===== src/rtl/riscv_pkg.sv =====
// Shared front-end definitions: fetch FSM encoding, reset vector and the
// instruction buffer entry layout.
package riscv_pkg;
  localparam int          XLEN         = 32;
  localparam int          ILEN         = 32;
  localparam logic [31:0] RESET_PC_DEF = 32'h0000_0000;

  typedef enum logic [1:0] {
    F_IDLE    = 2'd0,
    F_WAIT    = 2'd1,
    F_DISCARD = 2'd2
  } fetch_state_e;

  typedef struct packed {
    logic [ILEN-1:0] ins;
    logic [XLEN-1:0] pc;
  } ibuf_entry_t;
endpackage


===== src/rtl/fetch_fifo.sv =====
// Instruction buffer: power-of-two circular FIFO with a same-cycle flush.
// Storage resets to zero so the head reads as zero after reset.
module fetch_fifo #(
  parameter int DEPTH = 2,
  parameter int WIDTH = 64
) (
  input  logic                     clk,
  input  logic                     rst,
  input  logic                     flush,
  input  logic                     push,
  input  logic                     pop,
  input  logic [WIDTH-1:0]         push_data,
  output logic [WIDTH-1:0]         head_data,
  output logic                     full,
  output logic                     empty,
  output logic [$clog2(DEPTH):0]   count
);
  localparam int             AW       = $clog2(DEPTH);
  localparam logic [AW:0]    FULL_CNT = (AW+1)'(DEPTH);

  logic [WIDTH-1:0] mem [DEPTH];
  logic [AW:0]      wr_ptr, rd_ptr;

  // Extra pointer bit distinguishes full from empty.
  always_ff @(posedge clk) begin
    if (rst) begin
      wr_ptr <= '0;
      rd_ptr <= '0;
      for (int i = 0; i < DEPTH; i++) mem[i] <= '0;
    end else if (flush) begin
      wr_ptr <= '0;
      rd_ptr <= '0;
    end else begin
      if (push) begin
        mem[wr_ptr[AW-1:0]] <= push_data;
        wr_ptr              <= wr_ptr + 1'b1;
      end
      if (pop) rd_ptr <= rd_ptr + 1'b1;
    end
  end

  assign count     = wr_ptr - rd_ptr;
  assign empty     = (count == '0);
  assign full      = (count == FULL_CNT);
  assign head_data = mem[rd_ptr[AW-1:0]];
endmodule


===== src/rtl/fetch_unit.sv =====
// Instruction fetch: one outstanding memory request, in-order responses,
// small instruction buffer toward decode, redirect flushes everything.
module fetch_unit
  import riscv_pkg::*;
#(
  parameter logic [31:0] RESET_PC  = RESET_PC_DEF,
  parameter int          BUF_DEPTH = 2
) (
  input  logic        clk,
  input  logic        rst,
  output logic        imem_req_valid,
  input  logic        imem_req_ready,
  output logic [31:0] imem_req_addr,
  input  logic        imem_rsp_valid,
  input  logic [31:0] imem_rsp_data,
  input  logic        redirect_valid,
  input  logic [31:0] redirect_pc,
  output logic        ins_valid,
  input  logic        ins_ready,
  output logic [31:0] ins,
  output logic [31:0] ins_pc
);
  localparam int          CW      = $clog2(BUF_DEPTH) + 1;
  localparam logic [CW:0] DEPTH_C = (CW+1)'(BUF_DEPTH);

  fetch_state_e  state, state_nxt;
  logic [31:0]   fetch_pc, req_pc;
  logic          req_fire, rsp_keep, push, pop, full, empty;
  logic [CW-1:0] count;
  logic [CW:0]   occ;
  ibuf_entry_t   head, push_entry;

  // Occupancy counts the outstanding word even if it lands this cycle.
  assign occ = {1'b0, count} + {{CW{1'b0}}, state == F_WAIT};

  // In WAIT a new request may only go out alongside the returning response.
  assign imem_req_valid = !rst && !redirect_valid && (occ < DEPTH_C) &&
                          ((state == F_IDLE) || (state == F_WAIT && imem_rsp_valid));
  assign imem_req_addr  = fetch_pc;
  assign req_fire       = imem_req_valid && imem_req_ready;

  assign rsp_keep   = (state == F_WAIT) && imem_rsp_valid && !redirect_valid;
  assign push       = rsp_keep && (!full || pop);
  assign push_entry = '{ins: imem_rsp_data, pc: req_pc};

  assign ins_valid = !rst && !empty && !redirect_valid;
  assign pop       = ins_valid && ins_ready;
  assign ins       = head.ins;
  assign ins_pc    = head.pc;

  always_comb begin
    state_nxt = state;
    case (state)
      F_IDLE:    if (req_fire) state_nxt = F_WAIT;
      F_WAIT: begin
        if (imem_rsp_valid)      state_nxt = req_fire ? F_WAIT : F_IDLE;
        else if (redirect_valid) state_nxt = F_DISCARD;
      end
      F_DISCARD: if (imem_rsp_valid) state_nxt = F_IDLE;
      default:   state_nxt = F_IDLE;
    endcase
  end

  always_ff @(posedge clk) begin
    if (rst) begin
      state    <= F_IDLE;
      fetch_pc <= RESET_PC;
      req_pc   <= '0;
    end else begin
      state <= state_nxt;
      if (redirect_valid) fetch_pc <= {redirect_pc[31:2], 2'b00};
      else if (req_fire)  fetch_pc <= fetch_pc + 32'd4;
      if (req_fire) req_pc <= fetch_pc;
    end
  end

  fetch_fifo #(
    .DEPTH (BUF_DEPTH),
    .WIDTH ($bits(ibuf_entry_t))
  ) u_ibuf (
    .clk       (clk),
    .rst       (rst),
    .flush     (redirect_valid),
    .push      (push),
    .pop       (pop),
    .push_data (push_entry),
    .head_data (head),
    .full      (full),
    .empty     (empty),
    .count     (count)
  );
endmodule

===== config.mk =====
export PLATFORM = sky130hd
export DESIGN_NAME = fetch_unit
export DESIGN_NICKNAME = d
export VERILOG_FILES = /design/src/rtl/riscv_pkg.sv /design/src/rtl/fetch_fifo.sv /design/src/rtl/fetch_unit.sv
export SDC_FILE = /design/constraint.sdc
export NUM_CORES = 1
export LEC_CHECK = 0
export CAP_MARGIN = 20
export CORE_AREA = 2 2 134 136
export CTS_CLUSTER_DIAMETER = 30
export DETAILED_ROUTE_END_ITERATION = 12
export DIE_AREA = 0 0 136 138
export PLACE_DENSITY = 0.76
export SLEW_MARGIN = 20
export SYNTH_ARGS = -nofsm -noshare
export SYNTH_HDL_FRONTEND = slang
export SYNTH_SLANG_ARGS = --single-unit

===== constraint.sdc =====
create_clock -name clk -period 7.8 [get_ports clk]
set_clock_uncertainty 0.15 [all_clocks]
set_input_delay 1.56 -clock clk [delete_from_list [all_inputs] [get_ports clk]]
set_output_delay 1.56 -clock clk [all_outputs]
set_load 0.02 [all_outputs]

==> results of run 1 <==
## worst max path at each step
| stage | start | endpoint | slack (ns) | cells after the start |
|---|---|---|---|---|
| finish | redirect_valid | imem_req_valid | 2.50 | 5 |
| global route | redirect_valid | imem_req_valid | 2.43 | 5 |
| CTS | redirect_valid | imem_req_valid | 2.48 | 5 |
| detailed placement | redirect_valid | imem_req_valid | 2.49 | 5 |
| global placement | redirect_valid | imem_req_valid | 2.51 | 5 |
| floorplan | rst | imem_req_valid | 3.09 | 4 |
## final cells by class
class / instances / area (um2)
clock inverter: 10 / 146
tap: 229 / 287
sequential: 191 / 5070
fill: 1440 / 6650
inverter: 4 / 15.0
clock buffer: 22 / 497
timing repair buffer: 167 / 1650
multi-input combinational: 488 / 3220
## power by group
group	leakage (nW)	internal, W	switching, W
logic	1.72	0.0000887	0.0000943
clock network	0.313	0.000556	0.000371
registers	1.83	0.00111	0.0000233
## sequential cells by signal, summed over array words and instances, names as in the netlist, named ones only
| register | cells |
|---|---|
| u_ibuf.wr_ptr | 2 |
| u_ibuf.rd_ptr | 2 |
| state | 2 |
| u_ibuf.mem | 124 |
| imem_req_addr | 30 |
| req_pc | 30 |
## stage by stage
| stage | setup WS, ns | std cells | power [W] |
|---|---|---|---|
| 3_3_place_gp | 2.51 | 1079 | 0.00133 |
| 2_1_floorplan | 3.09 | 734 | 0.00124 |
| 4_1_cts | 2.48 | 1111 | 0.00226 |
| 5_1_grt | 2.43 | 1111 | 0.00232 |
| 3_5_place_dp | 2.49 | 1079 | 0.00134 |
| 6_report | 2.50 | 1111 | 0.00224 |
## critical path, delay by kind of cell
kind | cells | cell delay (ns)
buffers and inverters | 3 | 1.32
and+or+nand+nor | 2 | 0.71
## per-layer routing
layer  up-vias  wire length (um)  GRT usage
li1       2868                 -          -
met1      2811              7840      0.248
met2       170              9230      0.340
met3        21              1330     0.0517
met4         0               354     0.0746
met5         -                 0          0
## placed cells by master, fill, tap and decap left out, types with 4 or more instances in the layout
master           instances
a211oi_1                 4
a21oi_1                 46
a31oi_1                 20
and2_1                 127
buf_4                    6
clkbuf_16               19
clkdlybuf4s50_1        160
conb_1                   4
dfxtp_1                 66
edfxtp_1               124
mux2_2                  62
nand2_1                 96
nand3_1                 11
nand4_1                  5
nor2_1                  17
nor3_1                   6
o211ai_1                 7
o21ai_0                 10
or3_1                   11
or4_1                    4
xor2_1                   7
## cells by family (layout without fill, tap and decap cells)
family | Yosys count | in the layout | share of synthesized area
simple gates | 306 | 306 | 0.199
flops | 191 | 191 | 0.592
compound gates | 102 | 102 | 0.0735
mux | 63 | 63 | 0.0827
buf+inv | 55 | 203 | 0.0348
xor+xnor | 11 | 11 | 0.0148
fa+ha+maj | 2 | 2 | 0.00292
other cells | 1 | 4 | 0.000438
==> metrics, run 1 <==
DRC viols=0; kind of end point of the critical path=primary output; Layout area overhead=27.2%; worst skew pair latency=0.42 ns; most frequent cell after synthesis=and2_1; RSZ-0062 raised after global routing=false; Pleak=3.86 nW; drt via density=5.28; Sink Count=191; Reg-to-Reg Start=u_ibuf.wr_ptr[0]; Post-DP HPWL=11300 um; PortBufs=161; worst hold-check path type=flip-flop to flip-flop; r2r setup slk=4.87 ns; core area=0.0175 mm2; Finished Core Util=0.621; count of different cell masters after synthesis=55; post-route clock period utilization=0.680; Top Ports=168; Setup-failing EPs final=0; FF+latch count, synth=191; Initial Util=0.488; total number of vias=5870; Routed WL=18800 um; status=finished, final reports clean; synth cell count leaders=127 x and2_1, 124 x edfxtp_1, 96 x nand2_1; cell mode on critical path=clkdlybuf4s50_1; critical path startpoint category=input port; Post-DRT Antenna Nets=0; WHS Endpoint=req_pc[10]; H-tree Lvls=4; Max Cap Viol=0; post-CTS resize count=0; CTS tree=yes; Most used DFF post-synth=edfxtp_1; TritonCTS Buffers=17; Iteration-0 DRC Markers=280; chip width=136 um; worst-path cell chain=clkdlybuf4s50_1 -> buf_4 -> or2_2 -> nor4b_1 -> clkdlybuf4s50_1; Overflow after GRT=0; Hold Buf Count CTS=0; global placement routability congestion=0.816; placement row count=49; PwrDens=206 mW/mm2; fin area=0.0109 mm2; Worst-path clk slew=0.06 ns; Worst EP arrival=3.59 ns; Post-Synthesis Cells=731; Peak supply drop=144 uV; number of antenna violations at the first check in global routing=0; per-cell routed wire length=16.9 um; CP max stage cell=clkdlybuf4s50_1; mean area per synthesized cell=11.7 um2; Die H=138 um; sequential fraction of the synthesis area=0.592; final hold slack=0.307 ns; Final nets=941; Fin. Hold Viols=0; Antenna Cells=0; synth top area cells=edfxtp_1 43%, dfxtp_1 16%, and2_1 9.3%; pin count of the biggest net entering global routing=75; Crit Path Class=input port to primary output; Synth top area share=0.435; clk buf depth=2; placed inst area=0.0102 mm2; global-route wire length before repair=29500 um; CP max FO=30; overall global routing resource usage=0.201; vias in the first global route=5778; Slew Limit Fails=0; layout cell share with drive strength beyond 1=0.138; Synthesis Warnings=0; die area=0.0188 mm2; Synth Cell Area=0.00856 mm2; clk root buf=clkbuf_16; Async SR Flop Fraction=0; leading area contributor after synthesis=edfxtp_1; FMAX=0.189 GHz; Setup Fix Bufs, Post-CTS=0; CP required=6.09 ns; Worst Hold Depth=2; hold_sp=req_pc[10]; Setup TNS Final=0 ns; worst r2r path cells=8; worst-margin pin slew=0.969 ns; CP max stage delay=0.66 ns; number of flops mapped to enable cells by yosys=124; Tmin final=5.30 ns; reg-to-reg endpoint=imem_req_addr[29]; slew margin rel.=0.354; TritonRoute pass-1 iters=7
Power figures use the tool's default switching activity.
==> run 2: changes to the inputs <==
==> constraint.sdc (replaced) <==
create_clock -name clk -period 5.05 [get_ports clk]
set_clock_uncertainty 0.15 [all_clocks]
set_input_delay 1.01 -clock clk [delete_from_list [all_inputs] [get_ports clk]]
set_output_delay 1.01 -clock clk [all_outputs]
set_load 0.02 [all_outputs]
==> run 2 against run 1 <==
Effect of this change:
- register-to-register slack worse by 2.6 ns
- final cell count stayed put
- setup slack worse by 1.4 ns
- critical path type unchanged
- largest cell class unchanged
==> metrics, run 2 (synthesis results as in run 1) <==
status=finished, final reports clean; placement row count=49; critical path startpoint category=input port; reg-to-reg endpoint=imem_req_addr[26]; vias in the first global route=5731; Tmin final=3.90 ns; commonest non-fill, non-tap cells in the layout=160 x clkdlybuf4s50_1, 127 x and2_1, 124 x edfxtp_1; number of antenna violations at the first check in global routing=0; FILL cells=1410; Buf/Inv on CP=2; CP max stage delay=0.66 ns; kind of end point of the critical path=primary output; Reg-to-Reg Start=imem_req_addr[2]; die area=0.0188 mm2; Pleak=3.86 nW; fin area=0.0109 mm2; DRC viols=0; r2r setup slk=2.23 ns; Setup-failing EPs final=0; CP startpoint=redirect_valid; Worst-path clk slew=0.07 ns; Crit Path Class=input port to primary output; Antenna Cells=0; Worst Hold Depth=2; clk root buf=clkbuf_16; FMAX=0.256 GHz; Die H=138 um; area occupied by multi-input gates=0.00322 mm2; Peak supply drop=256 uV; worst hold-check path type=flip-flop to flip-flop; Fin. Hold Viols=0; Sink Count=191; Post-DP HPWL=11200 um; core area=0.0175 mm2; Final nets=941; Routed WL=18500 um; post-CTS resize count=0; total number of vias=5863; chip width=136 um; slew margin rel.=0.322; post-route clock period utilization=0.773; Slew Limit Fails=0; Setup Fix Bufs, Post-CTS=0; per-cell routed wire length=16.6 um; Top reg by flops=u_ibuf.mem; Max Cap Viol=0; max FFs per register=124; TritonCTS Buffers=17; Hold Buf Count CTS=0; CTS tree=yes; CP max stage cell=clkdlybuf4s50_1; worst-path cell chain=clkdlybuf4s50_1 -> or2_2 -> nor4b_1 -> clkdlybuf4s50_1; final hold slack=0.307 ns; crit path to=imem_req_valid; Worst EP arrival=2.74 ns; CP max FO=6; pin count of the biggest net entering global routing=63; worst r2r path cells=6; placed inst area=0.0102 mm2; Finished Core Util=0.621; cell mode on critical path=clkdlybuf4s50_1; worst skew pair latency=0.42 ns; Reg area=0.00507 mm2; CP required=3.89 ns; clk buf depth=2; Overflow after GRT=0; Post-DRT Antenna Nets=0; Iteration-0 DRC Markers=268; commonest non-fill, non-tap cell in the layout=clkdlybuf4s50_1; PortBufs=161; drt via density=5.28; global placement routability congestion=0.800; global-route wire length before repair=29400 um; Setup TNS Final=0 ns; worst-margin pin slew=1.01 ns; Stages on worst setup path=4; H-tree Lvls=4; layout cell share with drive strength beyond 1=0.136; CP top delay family=buffers and inverters; RSZ-0062 raised after global routing=false; TritonRoute pass-1 iters=5; overall global routing resource usage=0.202; Top Ports=168; PwrDens=320 mW/mm2; Initial Util=0.488; Layout area overhead=27.2%
[run 2: cell types whose count changed in the layout (fill, tap and decap cells not counted)]
cell,delta
inv_4,-1
bufinv_16,+2
inv_6,-1
clkinv_1,+3
clkinv_2,-1
clkinv_4,+2
clkbuf_16,-2
clkbuf_8,-1
clkbuf_1,-1
[run 2: final cells by class]
cell class | count | share of cell area
Multi-Input combinational cell | 488 | 0.296
Sequential cell | 191 | 0.465
Clock buffer | 18 | 0.0394
Inverter | 4 | 0.00138
Timing Repair Buffer | 167 | 0.152
Clock inverter | 14 | 0.0198
Tap cell | 229 | 0.0263
[run 2: through the flow]
step / total power [W] / instances / setup slack [ns]
after floorplan: 0.00191 / 734 / 1.28
after global placement: 0.00206 / 1079 / 1.14
after detailed placement: 0.00206 / 1079 / 1.12
after CTS: 0.00351 / 1111 / 1.13
after global routing: 0.00360 / 1111 / 1.10
final: 0.00348 / 1111 / 1.15
[run 2: power by group]
| part | leakage (nW) | switching (W) | internal (W) |
|---|---|---|---|
| sequential | 1.83 | 0.0000364 | 0.00171 |
| clock | 0.309 | 0.000573 | 0.000881 |
| combinational | 1.72 | 0.000145 | 0.000137 |
| total | 3.86 | 0.000754 | 0.00273 |
[run 2: how the worst min path moves through the flow]
| stage | startpoint | to | slack (ns) |
|---|---|---|---|
| 2_1_floorplan | req_pc[10] | req_pc[10] | 0.29 |
| 4_1_cts | req_pc[7] | req_pc[7] | 0.31 |
| 3_3_place_gp | req_pc[5] | req_pc[5] | 0.30 |
| 3_5_place_dp | req_pc[7] | req_pc[7] | 0.30 |
| 5_1_grt | req_pc[24] | req_pc[24] | 0.33 |
| 6_report | req_pc[8] | req_pc[8] | 0.31 |
[run 2: tightest hold or removal path: stages (launching register included)]
cell	delay (ns)
dfxtp_1	0.31
nand2_1	0.05
a21oi_1	0.05
[run 2: layer usage]
layer | vias up | global-route usage | share of wire
li1 | 2864 | - | -
met1 | 2807 | 0.249 | 0.42
met2 | 182 | 0.340 | 0.49
met3 | 10 | 0.0590 | 0.078
met4 | 0 | 0.0658 | 0.0075
met5 | - | 0 | 0
